### config.mk
export PLATFORM = sky130hd
export DESIGN_NAME = cc_fill_deserializer
export DESIGN_NICKNAME = d
export VERILOG_FILES = /design/src/rtl/cc_fill_deserializer.sv
export SDC_FILE = /design/constraint.sdc
export NUM_CORES = 1
export LEC_CHECK = 0
export CAP_MARGIN = 20
export CORE_UTILIZATION = 35
export CTS_BUF_LIST = sky130_fd_sc_hd__clkbuf_8
export CTS_CLUSTER_SIZE = 12
export DETAILED_ROUTE_END_ITERATION = 6
export GPL_ROUTABILITY_DRIVEN = 1
export MAX_ROUTING_LAYER = met4
export PLACE_DENSITY_LB_ADDON = 0.1
export SETUP_SLACK_MARGIN = 0.2
export SYNTH_ARGS = -nofsm -noshare
export SYNTH_HDL_FRONTEND = slang
export SYNTH_SLANG_ARGS = --single-unit
### constraint.sdc
create_clock -name clk -period 9.2 [get_ports clk]
set_input_delay 0.92 -clock clk [delete_from_list [all_inputs] [get_ports clk]]
set_output_delay 0.92 -clock clk [all_outputs]
set_load 0.1 [all_outputs]
### src/rtl/cc_fill_deserializer.sv
// Miss-path fill deserializer: collects a critical-word-first wrap burst from the R channel,
// rebuilds it in line order and offers the line plus its aligned address to the cache fill port.
module cc_fill_deserializer #(
  parameter int ADDR_WIDTH = 32,
  parameter int BEAT_WIDTH = 64,
  parameter int BEATS      = 8,
  parameter int REQ_DEPTH  = 2
) (
  input  logic                        clk,
  input  logic                        rst_n,
  input  logic                        req_valid_i,
  input  logic [ADDR_WIDTH-1:0]       req_addr_i,
  output logic                        req_full_o,
  input  logic [BEAT_WIDTH-1:0]       mem_rdata_i,
  input  logic                        mem_rlast_i,
  input  logic                        mem_rvalid_i,
  output logic                        mem_rready_o,
  output logic                        fill_valid_o,
  input  logic                        fill_ready_i,
  output logic [ADDR_WIDTH-1:0]       fill_addr_o,
  output logic [BEAT_WIDTH*BEATS-1:0] fill_data_o,
  output logic                        rlast_err_o
);

  localparam int LINE_W   = BEAT_WIDTH * BEATS;
  localparam int WI_W     = $clog2(BEATS);
  localparam int BEAT_OFF = $clog2(BEAT_WIDTH / 8);
  localparam int LINE_OFF = BEAT_OFF + WI_W;
  localparam int PTR_W    = (REQ_DEPTH > 1) ? $clog2(REQ_DEPTH) : 1;
  localparam int CNT_W    = $clog2(REQ_DEPTH + 1);

  typedef enum logic [1:0] {
    IDLE    = 2'd0,
    COLLECT = 2'd1,
    OUTPUT  = 2'd2
  } state_t;

  state_t                  state_q;
  logic [ADDR_WIDTH-1:0]   fifo_q [REQ_DEPTH];
  logic [PTR_W-1:0]        wr_ptr_q, rd_ptr_q;
  logic [CNT_W-1:0]        count_q, count_d;
  logic                    full_q;
  logic [WI_W-1:0]         wi_q;
  logic [WI_W-1:0]         bc_q;
  logic [ADDR_WIDTH-1:0]   fill_addr_q;
  logic [LINE_W-1:0]       fill_data_q;
  logic                    rlast_err_q;

  logic                    fifo_empty;
  logic                    push, pop;
  logic                    beat_fire, last_beat, burst_end;
  logic [ADDR_WIDTH-1:0]   head_addr;
  logic [ADDR_WIDTH-1:0]   head_line_addr;
  logic [WI_W-1:0]         head_wi;
  logic                    unused_addr_bits;

  assign fifo_empty     = (count_q == '0);
  assign head_addr      = fifo_q[rd_ptr_q];
  assign head_line_addr = {head_addr[ADDR_WIDTH-1:LINE_OFF], {LINE_OFF{1'b0}}};
  assign head_wi        = head_addr[LINE_OFF-1:BEAT_OFF];
  assign unused_addr_bits = ^head_addr[BEAT_OFF-1:0];

  assign beat_fire = (state_q == COLLECT) && mem_rvalid_i;
  assign last_beat = (bc_q == WI_W'(BEATS - 1));
  assign burst_end = mem_rlast_i || last_beat;
  assign pop       = beat_fire && burst_end;
  // A full FIFO can still take a push in the same cycle the head is retired.
  assign push      = req_valid_i && (!full_q || pop);

  function automatic logic [PTR_W-1:0] ptrInc(input logic [PTR_W-1:0] p);
    return (p == PTR_W'(REQ_DEPTH - 1)) ? '0 : p + PTR_W'(1);
  endfunction

  always_comb begin
    count_d = count_q;
    if (push && !pop)      count_d = count_q + CNT_W'(1);
    else if (!push && pop) count_d = count_q - CNT_W'(1);
  end

  always_ff @(posedge clk) begin
    if (push) fifo_q[wr_ptr_q] <= req_addr_i;
  end

  always_ff @(posedge clk) begin
    if (!rst_n) begin
      wr_ptr_q <= '0;
      rd_ptr_q <= '0;
      count_q  <= '0;
      full_q   <= 1'b0;
    end else begin
      if (push) wr_ptr_q <= ptrInc(wr_ptr_q);
      if (pop)  rd_ptr_q <= ptrInc(rd_ptr_q);
      count_q <= count_d;
      full_q  <= (count_d == CNT_W'(REQ_DEPTH));
    end
  end

  // Beats land directly in the output line register, so words a short burst never reaches keep their old value.
  always_ff @(posedge clk) begin
    if (!rst_n) begin
      state_q     <= IDLE;
      wi_q        <= '0;
      bc_q        <= '0;
      fill_addr_q <= '0;
      fill_data_q <= '0;
      rlast_err_q <= 1'b0;
    end else begin
      rlast_err_q <= 1'b0;
      case (state_q)
        IDLE: begin
          if (!fifo_empty) begin
            state_q     <= COLLECT;
            fill_addr_q <= head_line_addr;
            wi_q        <= head_wi;
            bc_q        <= '0;
          end
        end
        COLLECT: begin
          if (mem_rvalid_i) begin
            for (int w = 0; w < BEATS; w++) begin
              if (wi_q == WI_W'(w)) fill_data_q[w*BEAT_WIDTH +: BEAT_WIDTH] <= mem_rdata_i;
            end
            wi_q <= wi_q + WI_W'(1);
            bc_q <= bc_q + WI_W'(1);
            if (burst_end) begin
              state_q     <= OUTPUT;
              rlast_err_q <= mem_rlast_i ^ last_beat;
            end
          end
        end
        OUTPUT: begin
          if (fill_ready_i) begin
            if (!fifo_empty) begin
              state_q     <= COLLECT;
              fill_addr_q <= head_line_addr;
              wi_q        <= head_wi;
              bc_q        <= '0;
            end else begin
              state_q <= IDLE;
            end
          end
        end
        default: state_q <= IDLE;
      endcase
    end
  end

  assign mem_rready_o = (state_q == COLLECT);
  assign fill_valid_o = (state_q == OUTPUT);
  assign req_full_o   = full_q;
  assign fill_addr_o  = fill_addr_q;
  assign fill_data_o  = fill_data_q;
  assign rlast_err_o  = rlast_err_q;

endmodule

Word level (Yosys, flattened, before mapping) --
Memories as Yosys holds them, arrays and structs flattened. A register that Yosys moved wholly into a read port is not among the register bits. Index checks and enable logic that the tools add are counted.
Storage, ports and cells: register bits after elaboration 558, word-level logic and storage cells 92, bits in writable memories 64, bits of input ports 102, output and inout bits 548, memories kept 1
Cells by class: multiplexer cells 25, add/subtract/negate cells 6, bitwise operators 1, eq/ne operators 15, reduce and logical (&&, ||, !) cells 27
Memory list:
- fifo_q | depth 2, bits a word 32, rd ports 1, clocked after memory_dff 1, write ports 1, RTL line 39 | logic [ADDR_WIDTH-1:0] fifo_q [REQ_DEPTH];
Operators by type and width (number):
- $mux W32 | 2
- $pmux W32 S2 | 1
- $reduce_and A3 Y1 | 9
- $mux W3 | 6
- $pmux W3 S3 | 2
- $eq A3 B3 Y1 const B | 5
- $mux W2 | 6
- $reduce_and A4 Y1 | 2
- $mux W1 | 7
- $add A3 B1 Y3 const B | 2
- $eq A3 B2 Y1 const B | 2
- $pmux W2 S3 | 1
- $logic_and A1 B1 Y1 | 5
- $eq A2 B2 Y1 const B | 2
- $logic_not A2 Y1 | 2
- $ne A2 B1 Y1 const B | 2
- $ne A2 B2 Y1 const B | 2
- $eq A3 B1 Y1 const B | 1
- $logic_not A1 Y1 | 3
- $logic_not A3 Y1 | 1
- $reduce_bool A3 Y1 | 1
- $add A1 B1 Y1 const B | 2
- $add A2 B1 Y2 const B | 1
- $eq A2 B1 Y1 const B | 1
- other kinds (5) | 6

Longest topological paths before layout --
depth after elaboration 10, gate-level depth with buffers 8, depth with buffers taken out 8

Worst setup path before layout --
OpenSTA, ideal clock, no wires.
path kind input to register, from input port mem_rlast_i, to memory fifo_q[0][10], enable pin, stages 5, buffers on the path 0, library setup time 416 ps, setup slack 5942 ps, required time 8784 ps, data arrival time 2842 ps, cell sequence inv_1 ha_1 and4bb_2 o21ai_0 nor2_1
Between the ends: word-level cells in the longest chain between the ends 6
RTL lines:
- start, declared | RTL line 15 | input logic mem_rlast_i,
- $logic_or A1 B1 Y1 | RTL line 65 | assign burst_end = mem_rlast_i || last_beat;
- $logic_and A1 B1 Y1 | RTL line 66 | assign pop = beat_fire && burst_end;
- $logic_or A1 B1 Y1 | RTL line 68 | assign push = req_valid_i && (!full_q || pop);
- $logic_and A1 B1 Y1 | RTL line 68
- $mux W1 | RTL line 81 | if (push) fifo_q[wr_ptr_q] <= req_addr_i;
- $mux W1 (implied by the code) | RTL line 81
- end, declared | RTL line 39
No other way between the ends.

Worst setup path after layout --
from register state_q[0], to output port mem_rready_o
Between the ends: word-level cells in the longest chain between the ends 1
RTL lines:
- start, declared | RTL line 38 | state_t state_q;
- start signal, assigned | RTL line 101 | state_q <= IDLE;
- start signal, assigned | RTL line 112 | state_q <= COLLECT;
- start signal, assigned | RTL line 126 | state_q <= OUTPUT;
- $eq A2 B1 Y1 | RTL line 148 | assign mem_rready_o = (state_q == COLLECT);
- end, declared | RTL line 17 | output logic mem_rready_o,
No other way between the ends.

==> results.toml <==
[run_status]
status = "complete, but fails checks"
violations = "design-rule violations"

[timing]
skew_ns = 0.0379
setup_tns_ns = 0
max-slew-margin-rel_pct = 4.24
slew_viol_final = 0
rsz0062_at_grt = "no"
hold_viol_final = 0
worst_pin_slew_ns = 1.44
final-setup-viol-count = 0
period_needed_ns = 3.76
period_share_pct = 40.9
max_freq_mhz = 266

[grt]
grt_pass1_wl_um = 120000
grt_util_all_layers_pct = 24.3
grt.overflow.total = 0
grt_antenna_before_repair = 8
grt_max_degree = 274
grt_pass1_vias = 18376

[floorplan]
die_w_um = 261
die_area_um2 = 68100
row_count = 94
core-area_um2 = 66100
chipHeight_um = 261
io_pins = 650
start_util_pct = 35.5

[critical_path]
critical_path_arrival_ns = 2.84
cp_max_fo = 12
crit_start = "state_q[0]$_SDFFE_PN0P_"
path_buf_inv = 1
crit_path_cell_trace = "nor2b_1, clkdlybuf4s50_1"
start_kind = "register"
crit_type = "register to output port"
endpoint_kind = "output port"
timing.critical_path.slowest_stage_cell = "clkdlybuf4s50_1"
reg2reg_from = "state_q[0]$_SDFFE_PN0P_"
critPathTopFamily = "buffers and inverters"
crit_required_ns = 8.28
cpPeakStageDelay_ns = 1.27

[min_path]
hold_class = "register to register"
hold_path.startpoint = "fill_data_o[343]$_SDFFE_PN0P_"

[clock_network]
htreeDepth = 3
cts_made_buffers = 106
hold_buffers = 0
cts_tree = "built"
clockRootBuffer = "clkbuf_8"
cts_sinks = 611
path_clk_slew_ns = 0.05
clockBufferDepth = 3
cts_setup_buffers = 0
clkLatencyLatePin_ns = 0.72
ctsResizeCount = 0

[drt]
drt-pass1-iter-count = 7
final_antenna_net_count = 0
routed_wl_um = 83800
vias = 19420
via_per_inst = 4.80
detail_route.wl_per_cell_um = 20.7
drt_iter0_drc = 1366
drcViolationCount = 38

[yosys]
syn_inst = 2570
ys_types = 45
synth-edff-count = 58
yosys_register_bits = 611
synth_top_area_share_pct = 47.1
ys_warn_count = 0
yosysTopAreaCell = "dfxtp_1"
synth_area_leaders = "dfxtp_1 47%, nand2_1 17%, a21boi_1 10%, edfxtp_1 7.4%, a21boi_0 6.0%"
synth_most_common_cell = "nand2_1"
netlist_area_um2 = 23500
synth-seq-area-share_pct = 54.6
synthFlopType = "dfxtp_1"
syn_area_per_cell_um2 = 9.14
async_reset_ff_share_pct = 0
synth_common_cells = "1055 x nand2_1, 553 x dfxtp_1, 325 x a21boi_1"

[layout]
seq_area_um2 = 12800
fill_cells = 6316
multiInputGateArea_um2 = 9060
drive_gt1_share_pct = 5.92
area_growth_pct = 34.9
nets = 3201

[power_and_ir_drop]
peakVddDrop_mv = 0.220
finalPower_uw = 7380
p_per_area_nw_per_um2 = 233
p_leak_uw = 0.0110

[flow_run]
max-cap-violations = 0

[placement]
place_hpwl_um = 53400
port_buffers = 640
gp_congestion = 0.824
## flip-flops by register name (all words and copies together) (netlist names), 2 cells and up, named ones only
name	cells
fill_data_o	512
fifo_q	58
fill_addr_o	26
bc_q	3
wi_q	3
count_q	2
state_q	2
## layout by cell type (no fill, tap or decap), types with 3 or more instances in the layout
cell type / netlist / routed
edfxtp_1: 58 / 58
and2_4: 0 / 3
a21oi_1: 4 / 4
nor2b_1: 6 / 6
and2_1: 8 / 6
o21a_1: 3 / 3
conb_1: 1 / 6
nand2_1: 1055 / 1052
dfxtp_1: 553 / 552
clkinv_2: 0 / 13
nand2b_1: 3 / 3
mux2i_1: 29 / 29
nand2_4: 0 / 3
inv_1: 10 / 53
clkbuf_8: 0 / 131
a21boi_1: 325 / 325
and3_2: 0 / 3
ha_1: 10 / 10
clkdlybuf4s50_1: 0 / 639
o211a_1: 27 / 27
nand3_4: 0 / 3
buf_4: 51 / 12
a21boi_0: 189 / 189
o21ai_0: 3 / 3
diode_2: 0 / 8
## final timing paths
kind                                   endpoint  slack (ns)  cells after the start
setup / recovery                   mem_rready_o        5.44                      2
hold / removal    fill_data_o[343]$_SDFFE_PN0P_        0.45                      2
setup reg to reg  fill_data_o[435]$_SDFFE_PN0P_        6.13                      5
hold reg to reg   fill_data_o[343]$_SDFFE_PN0P_        0.45                      2
## where the power goes
group	switching [uW]	internal, uW	total (uW)	leakage, uW
Clock	1130	1290	2420	0.00125
Sequential	109	2880	2990	0.00501
Combinational	1510	456	1970	0.00470
## routing by layer
layer / global-route usage, % / wire [um] / vias to the layer above
met5: - / 0 / -
met4: 9.75 / 3420 / 0
met3: 7.08 / 6500 / 169
met2: 39.6 / 40100 / 610
met1: 28.2 / 33800 / 9298
li1: - / - / 9343
## cell families after synthesis
| kind of cell | synth area share, % |
|---|---|
| AND/OR/NAND/NOR | 18.2 |
| flip-flops | 54.6 |
| AO/OA/AOI/OAI | 18.1 |
| buffers and inverters | 7.22 |
| multiplexers | 1.28 |
| adder cells (fa/ha/maj) | 0.533 |
| XOR/XNOR | 0.0746 |
| other | 0.0160 |
## final cells by class
class / instances / share of cell area [%]
Clock buffer: 131 / 5.69
Multi-Input combinational cell: 1706 / 28.6
Timing Repair Buffer: 654 / 20.7
Tap cell: 864 / 3.41
Antenna cell: 8 / 0.0632
Sequential cell: 611 / 40.5
Inverter: 10 / 0.119
Clock inverter: 63 / 0.948
## through the flow
step           cell area (um2)  hold slack [ns]  std cells  utilization [%]  setup WS [ns]
2_1_floorplan            23500            0.464       2575                -           5.94
3_3_place_gp             29500            0.440       3844             44.6           5.25
3_5_place_dp             29500            0.444       3845             44.7           5.16
4_1_cts                  31600            0.452       4039             47.9           5.37
5_1_grt                  31700            0.462       4047             47.9           5.27
6_report                 31700            0.449       4047             47.9           5.44
## worst min-delay path: stages, from the launching register on
cell and delay [ns]:
dfxtp_1 0.30, nand2_1 0.05, a21boi_1 0.05
Power figures use the tool's default switching activity.
